--- src/rtl/stage3.sv ---
// stage3: asin(L/magMN) in Q1.10 radians via restoring divide, 2-bit/cycle sqrt and
// the acos(x) = sqrt(1-x) * cubic(x) identity, padded to a fixed 24-cycle latency.
module stage3 (
  input  logic               clock,
  input  logic               rst,
  input  logic               enable,
  input  logic [15:0]        L,
  input  logic [15:0]        magMN,
  output logic signed [11:0] asin,
  output logic               valid
);
  localparam int FRAC_BITS = 10;
  localparam int LATENCY = 24;
  localparam int SH = 31 - FRAC_BITS;
  localparam logic [4:0] ASIN_END = 5'(LATENCY - 16);
  localparam logic [10:0] HALF_PI = 11'd1608;
  // cubic coefficients in Q16; the product with sqrt(1-x) in Q15 lands in Q31
  localparam logic signed [39:0] A0 = 40'sd102939;
  localparam logic signed [39:0] A1 = -40'sd13901;
  localparam logic signed [39:0] A2 = 40'sd4867;
  localparam logic signed [39:0] A3 = -40'sd1227;
  localparam logic signed [39:0] PI_Q31 = 40'sd3373259426;
  typedef enum logic [1:0] {IDLE, DIV, ASIN, DONE} state_t;
  state_t state;
  logic [4:0] cnt;
  logic [15:0] den, rem, srem, srem_n, root, root_n;
  logic [13:0] q;
  logic [10:0] res, res_n;
  logic sat, ge;
  logic [16:0] shl;
  logic [31:0] rad, s1;
  logic [3:0] dig;
  logic signed [39:0] x, h1, h2, poly, diff, rnd;
  function automatic logic [31:0] sq(input logic [15:0] r, input logic [15:0] t, input logic [1:0] d);
    logic [17:0] a, b;
    a = {r, d};
    b = {t, 2'b01};
    return a >= b ? {16'(a - b), t[14:0], 1'b1} : {a[15:0], t[14:0], 1'b0};
  endfunction
  always_comb begin
    shl = {rem, 1'b0};
    ge = shl >= {1'b0, den};
    rad = {1'b0, 15'd16384 - {1'b0, q}, 16'd0};
    dig = 4'(rad >> (5'd28 - {cnt[2:0], 2'b00}));
    s1 = sq(srem, root, dig[3:2]);
    {srem_n, root_n} = sq(s1[31:16], s1[15:0], dig[1:0]);
    x = $signed({26'd0, q});
    h1 = A2 + ((A3 * x) >>> 14);
    h2 = A1 + ((h1 * x) >>> 14);
    poly = A0 + ((h2 * x) >>> 14);
    diff = PI_Q31 - poly * $signed({24'd0, root});
    rnd = (diff + (40'sd1 <<< (SH - 1))) >>> SH;
    res_n = diff[39] ? 11'd0 : rnd > 40'sd1608 ? HALF_PI : rnd[10:0];
  end
  always_ff @(posedge clock) begin
    if (rst) begin
      state <= IDLE;
      asin <= '0;
      valid <= 1'b0;
      cnt <= '0;
    end else begin
      valid <= 1'b0;
      case (state)
        IDLE: if (enable) begin
          state <= DIV;
          cnt <= '0;
          den <= magMN;
          rem <= L;
          q <= '0;
          sat <= magMN == 16'd0 || L >= magMN;
          srem <= '0;
          root <= '0;
        end
        DIV: begin
          rem <= ge ? 16'(shl - {1'b0, den}) : shl[15:0];
          q <= {q[12:0], ge};
          cnt <= cnt == 5'd13 ? 5'd0 : cnt + 5'd1;
          if (cnt == 5'd13) state <= ASIN;
        end
        ASIN: begin
          if (cnt < 5'd8) {srem, root} <= {srem_n, root_n};
          if (cnt == ASIN_END) begin
            res <= res_n;
            state <= DONE;
          end
          cnt <= cnt + 5'd1;
        end
        default: begin
          asin <= {1'b0, sat ? HALF_PI : res};
          valid <= 1'b1;
          state <= IDLE;
        end
      endcase
    end
  end
endmodule

--- config.mk ---
export PLATFORM = sky130hd
export DESIGN_NAME = stage3
export DESIGN_NICKNAME = d
export VERILOG_FILES = /design/src/rtl/stage3.sv
export SDC_FILE = /design/constraint.sdc
export NUM_CORES = 2
export LEC_CHECK = 0
export ABC_AREA = 1
export ABC_CLOCK_PERIOD_IN_PS = 38200
export BUFFER_PORTS_ARGS = -buffer_cell sky130_fd_sc_hd__buf_2
export CAP_MARGIN = 30
export CORE_MARGIN = 1.5
export CORE_UTILIZATION = 50
export CTS_BUF_LIST = sky130_fd_sc_hd__clkbuf_8 sky130_fd_sc_hd__clkbuf_16
export DETAILED_ROUTE_END_ITERATION = 8
export PLACE_DENSITY = 0.66
export SETUP_SLACK_MARGIN = 0.2
export SLEW_MARGIN = 20
export SYNTH_ARGS = -nofsm -noshare
export SYNTH_HDL_FRONTEND = slang
export SYNTH_SLANG_ARGS = --single-unit
--- constraint.sdc ---
create_clock -name clock -period 38.2 [get_ports clock]
set_input_delay 9.55 -clock clock [delete_from_list [all_inputs] [get_ports clock]]
set_output_delay 9.55 -clock clock [all_outputs]
set_load 0.02 [all_outputs]
### Word-level counts from Yosys, hierarchy flattened

Index checks and enable logic that the tools add are counted.
W data, S select, Z words.

| storage, ports and cells | value |
|---|---|
| input port bits | 35 |
| output and inout bits | 13 |
| logic and storage cells | 79 |
| bits in registers | 109 |

| operators by class | value |
|---|---|
| order comparisons | 6 |
| equal/unequal tests | 8 |
| $mul | 4 |
| mux-type cells | 22 |
| shifts and indexed selects | 1 |
| bitwise logic cells | 1 |
| reductions and logical operators | 14 |
| add/subtract/negate cells | 11 |

Operators with widths:

| operator | count |
|---|---|
| $pmux W16 S2 | 3 |
| $mux W16 | 5 |
| $mux W32 | 2 |
| $sub A16 B16 Y16 | 3 |
| $add A37 B22 Y38 const B | 1 |
| $sub A33 B36 Y37 const A | 1 |
| $ge A18 B18 Y1 | 2 |
| $mul A19 B17 Y36 | 1 |
| $mul A17 B15 Y32 | 1 |
| $shr A31 B5 Y4 | 1 |
| $mul A15 B15 Y30 | 1 |
| $pmux W14 S2 | 1 |
| $mul A12 B15 Y27 const A | 1 |
| $mux W11 | 2 |
| $add A18 B18 Y19 const A | 1 |
| $add A15 B16 Y17 const A | 1 |
| $ge A17 B16 Y1 | 1 |
| $gt A17 B12 Y1 const B | 1 |
| $ge A16 B16 Y1 | 1 |
| $logic_not A16 Y1 | 1 |
| $add A14 B13 Y15 const A | 1 |
| $pmux W5 S3 | 1 |
| $sub A15 B14 Y15 const A | 1 |
| $mux W14 | 1 |
| 21 further kinds | 32 |

### Longest topological paths before layout

| depth | value |
|---|---|
| word-level depth | 11 |
| depth in mapped cells | 153 |
| mapped depth without buffers | 151 |

### Worst setup path before layout

OpenSTA, ideal clock, no wires.

| path | value |
|---|---|
| path kind | reg2reg |
| from | register q[1] |
| to | register res[10], data pin |
| path buffers | 5 |
| stages on the path, launching flop included | 142 |
| required time | 37.950 ns |
| slack | 14.570 ns |
| arrival time | 23.380 ns |
| setup time | 0.250 ns |
| period minus slack after synthesis | 23.630 ns |
| path through | edfxtp_1 > inv_1 > clkbuf_1 > buf_1 > ha_1 > fa_1 > fa_1 > fa_1 > inv_1 > fa_1 > inv_1 > ha_1 > a21oi_1 > o21a_2 > nand2_1 > a21o_1 > a21o_1 > nand2_1 > (+106 left out) > o221ai_1 > a21oi_1 > nand2_1 > nand2_1 > a21oi_1 > a311oi_1 > o21ai_0 > xor2_1 > inv_1 > nand3_1 > nor2_1 > nand3_1 > nand2_1 > nand2_2 > nor2_4 > nand4_1 > nand2_1 > inv_1 |

| on the way | value |
|---|---|
| word-level cells in the longest chain between the ends | 11 |

Ends and longest elaborated chain:

| item | line | text |
|---|---|---|
| start: declaration | 27 | `logic [13:0] q;` |
| start signal: assignment | 76 | `q <= {q[12:0], ge};` |
| $mul A12 B15 Y27 | 48 | `h1 = A2 + ((A3 * x) >>> 14);` |
| $add A14 B13 Y15 | 48 |  |
| $mul A15 B15 Y30 | 49 | `h2 = A1 + ((h1 * x) >>> 14);` |
| $add A15 B16 Y17 | 49 |  |
| $mul A17 B15 Y32 * | 50 | `poly = A0 + ((h2 * x) >>> 14);` |
| $add A18 B18 Y19 * | 50 |  |
| $mul A19 B17 Y36 * | 51 | `diff = PI_Q31 - poly * $signed({24'd0, root});` |
| $sub A33 B36 Y37 * | 51 |  |
| $add A37 B22 Y38 | 52 | `rnd = (diff + (40'sd1 <<< (SH - 1))) >>> SH;` |
| $gt A17 B12 Y1 | 53 | `res_n = diff[39] ? 11'd0 : rnd > 40'sd1608 ? HALF_PI : rnd[10:0];` |
| $mux W11 | 53 |  |
| end signal: assignment | 83 | `res <= res_n;` |
| end: declaration | 28 | `logic [10:0] res, res_n;` |

Mark *: on every way between the ends. The rest lies on a longest branch, timed or not.
A chain may end at the register's enable or synchronous reset.

### Final worst setup path

| path | value |
|---|---|
| from | register q[3] |
| to | register res[6], data pin |

Same word-level chain as after synthesis.

==> results.sh <==
export IMPL_layout_setup_ws_ns=11.11
export IMPL_crit_path_end_kind="flop"
export IMPL_drv_cap=0
export IMPL_wl_per_cell_um=17.1
export IMPL_min_to="asin[4]"
export IMPL_grt_max_degree=40
export IMPL_place_gp_congestion=0.954
export IMPL_place_ws_ns=11.27
export IMPL_cts_tree="yes"
export IMPL_cts_root_buf="clkbuf_16"
export IMPL_period_share_pct=70.9
export IMPL_drtPass1Iterations=6
export IMPL_crit_path_max_fanout=16
export IMPL_fin_skew_ns=0.0106
export IMPL_setup_tns_ns=0
export IMPL_via_per_inst=5.24
export IMPL_cts_resized=0
export IMPL_maxSlewHeadroom_pct=37.6
export IMPL_wl_met3_mm=6.84
export IMPL_tightest_slew_ns=0.936
export IMPL_dieArea_sq_um=80100
export IMPL_avgSynthCellArea_sq_um=8.11
export IMPL_netlist_area_sq_um=39200
export IMPL_ios=48
export IMPL_routed_wl_met2_mm=48.3
export IMPL_finalMaxSlewViolations=0
export IMPL_ant_nets=0
export IMPL_drive_gt1_share_pct=5.03
export IMPL_ys_types=71
export IMPL_cts_clk_slew_worst_paths_ns=0.08
export IMPL_reg2reg_depth=130
export IMPL_area_growth_pct=4.29
export IMPL_finalCoreUtilization_pct=52.8
export IMPL_cp_slowest_cell="edfxtp_1"
export IMPL_vias=30700
export IMPL_hpwl_mm=84.7
export IMPL_core_area_sq_um=77500
export IMPL_syn_inst=4835
export IMPL_synth_largest_area_cell="fa_1"
export IMPL_clockBufferDepth=2
export IMPL_n_fill_cell=7317
export IMPL_htreeDepth=3
export IMPL_rsz0062_at_grt="no"
export IMPL_r2r_end="res[6]"
export IMPL_ys_seq_area_share_pct=7.87
export IMPL_drt_iter0_markers=2079
export IMPL_crit_path_max_incr_delay_ns=0.81
export IMPL_finalNetCount=6064
export IMPL_clock_latency_ns=0.39
export IMPL_hold_buffers=0
export IMPL_antenna_found_initial=0
export IMPL_start_util_pct=50.6
export IMPL_drt_wl_total_mm=100
export IMPL_diodes=0
export IMPL_setup_violations_final=0
export IMPL_hold_viol_final=0
export IMPL_min_path_cells=2
export IMPL_period_needed_ns=27.09
export IMPL_synth_ff_type="edfxtp_1"
export IMPL_grt_pass1_wl_mm=167
export IMPL_die_x_um=283
export IMPL_m1WireLength_mm=42.9
export IMPL_fmax_ghz=0.0369
export IMPL_r2r_slack_ns=11.11
export IMPL_synth_seq_cells=109
export IMPL_status="finished, final reports clean"
export IMPL_numPortBuffers=46
export IMPL_gr_usage_all_layers_pct=26.1
export IMPL_row_count=102
export IMPL_die_h_um=283
export IMPL_yosys_area_top_type_share_pct=37.1
export IMPL_synth_fp_nets=6089
export IMPL_synth_edff_count=90
export IMPL_grt_ovfl_total=0
export IMPL_yosys_warnings=0
export IMPL_grt_pass1_vias=32600
export IMPL_startpoint_type="flop"
export IMPL_post_cts_buffers=0
export IMPL_hp_start="asin[4]"
export IMPL_crit_family="adder cells"
export IMPL_async_flop_share_pct=0
export IMPL_r2r_start="q[3]"
export IMPL_path_class="flop to flop"
export IMPL_required_ns=38.35
export IMPL_arrival_ns=27.24
export IMPL_hold_ws_ns=0.476
export IMPL_ys_top_cells_by_area="fa_1 37%, ha_1 16%, inv_1 11%"
export IMPL_highest_layer="met4"
export IMPL_drc=0
export IMPL_crit_path_frequent_cell="inv_1"
export IMPL_hold_path_class="flop to flop"
export IMPL_numCtsBuffers=9
export IMPL_clock_sinks=109
export IMPL_critPathBufInv=29
## stage by stage
stage | area [sq um] | std cells
finish | 40900 | 5855
detailed placement | 40600 | 5839
CTS | 40900 | 5855
global placement | 40500 | 5836
floorplan | 39200 | 4835
global route | 40900 | 5855
## layer usage
layer / vias to the layer above / track usage, %
li1: 14400 / -
met1: 15100 / 34.9
met2: 1004 / 44.7
met3: 161 / 3.45
met4: 0 / 6.41
met5: - / 0
## final cells by class
cell class                 instances  area (sq um)  share of cell area (%)
multi-input combinational       3382         31100                    76.0
inverter                        1233          4630                    11.3
sequential                       109          3080                    7.54
tap                             1040          1300                    3.18
timing repair buffer              75           483                    1.18
clock buffer                      11           264                   0.646
clock inverter                     5          51.3                   0.125
## worst max-delay path by stage
stage | startpoint | cells past startpoint | slack [ns] | endpoint
final | q[3] | 130 | 11.11 | res[6]
after global routing | q[3] | 129 | 8.82 | res[4]
after CTS | q[3] | 134 | 11.21 | res[8]
after detailed placement | q[3] | 135 | 11.27 | res[6]
after global placement | q[3] | 131 | 11.78 | res[6]
after floorplan | q[1] | 141 | 14.57 | res[10]
## worst min-delay path, stage by stage (launching register included)
cell     delay [ns]
dfxtp_1        0.32
nand2_1        0.06
a21oi_1        0.05
## logic make-up (layout without fill, tap and decap cells)
logic type	Yosys count	in the layout	share of synthesized area, %
other	1	1	0.00957
AOI/OAI and AO/OA	419	419	6.24
adders and majority gates	1219	1219	52.8
buffers and inverters	1344	1324	12.9
DFF	109	109	7.87
xor gates and xnor gates	112	112	2.67
and+or+nand+nor	1631	1631	17.5
## flip-flops by register name, summed over array words and instances (netlist names)
signal  cells
q          14
cnt         5
sat         1
res        11
state       2
valid       1
root       16
rem        16
srem       16
asin       11
den        16
## synthesized netlist by cell type (3+ instances only)
cell	n
buf_2	3
and2_1	5
edfxtp_1	90
xnor2_1	41
a211oi_1	9
nand4_1	27
a21boi_0	3
nor2_1	546
nand2_4	4
dfxtp_1	19
nor2_4	8
nor2_2	22
buf_1	5
buf_4	3
o221ai_1	3
inv_2	20
nor4_1	11
o21bai_1	10
nand3b_1	7
a21o_1	10
a221oi_1	4
nor3_1	21
nand2_1	789
ha_1	493
a21oi_4	5
o21ai_0	126
a21oi_1	186
nand3_2	8
xor2_1	64
o221a_2	5
clkinv_1	14
fa_1	726
or2_2	9
o21ai_1	5
clkbuf_1	99
o31ai_1	3
xor2_2	4
o21a_1	20
nand2_2	48
inv_1	1197
a31oi_1	12
nand3_1	115
## cells in the final DEF (no fill, tap or decap), types with 7 or more instances in the layout
master        n
dfxtp_1      19
o21a_1       20
nand3b_1      7
edfxtp_1     90
nand3_2       8
o21ai_0     126
clkinv_1     14
nand2_1     789
xnor2_1      41
buf_4        26
nand2_2      48
nor2_1      546
nand3_1     115
fa_1        726
nor4_1       10
nor2_4        8
nand4_1      27
inv_2        20
or2_2         9
clkbuf_16    10
a21oi_1     185
o21bai_1     10
xor2_1       64
nor2_2       22
inv_1      1197
buf_2        46
ha_1        493
a211oi_1      9
a21o_1       10
nor3_1       20
a31oi_1      12
Power is not shown: default switching activity piles up to over one toggle a cycle in this logic, so the estimate is an artifact.
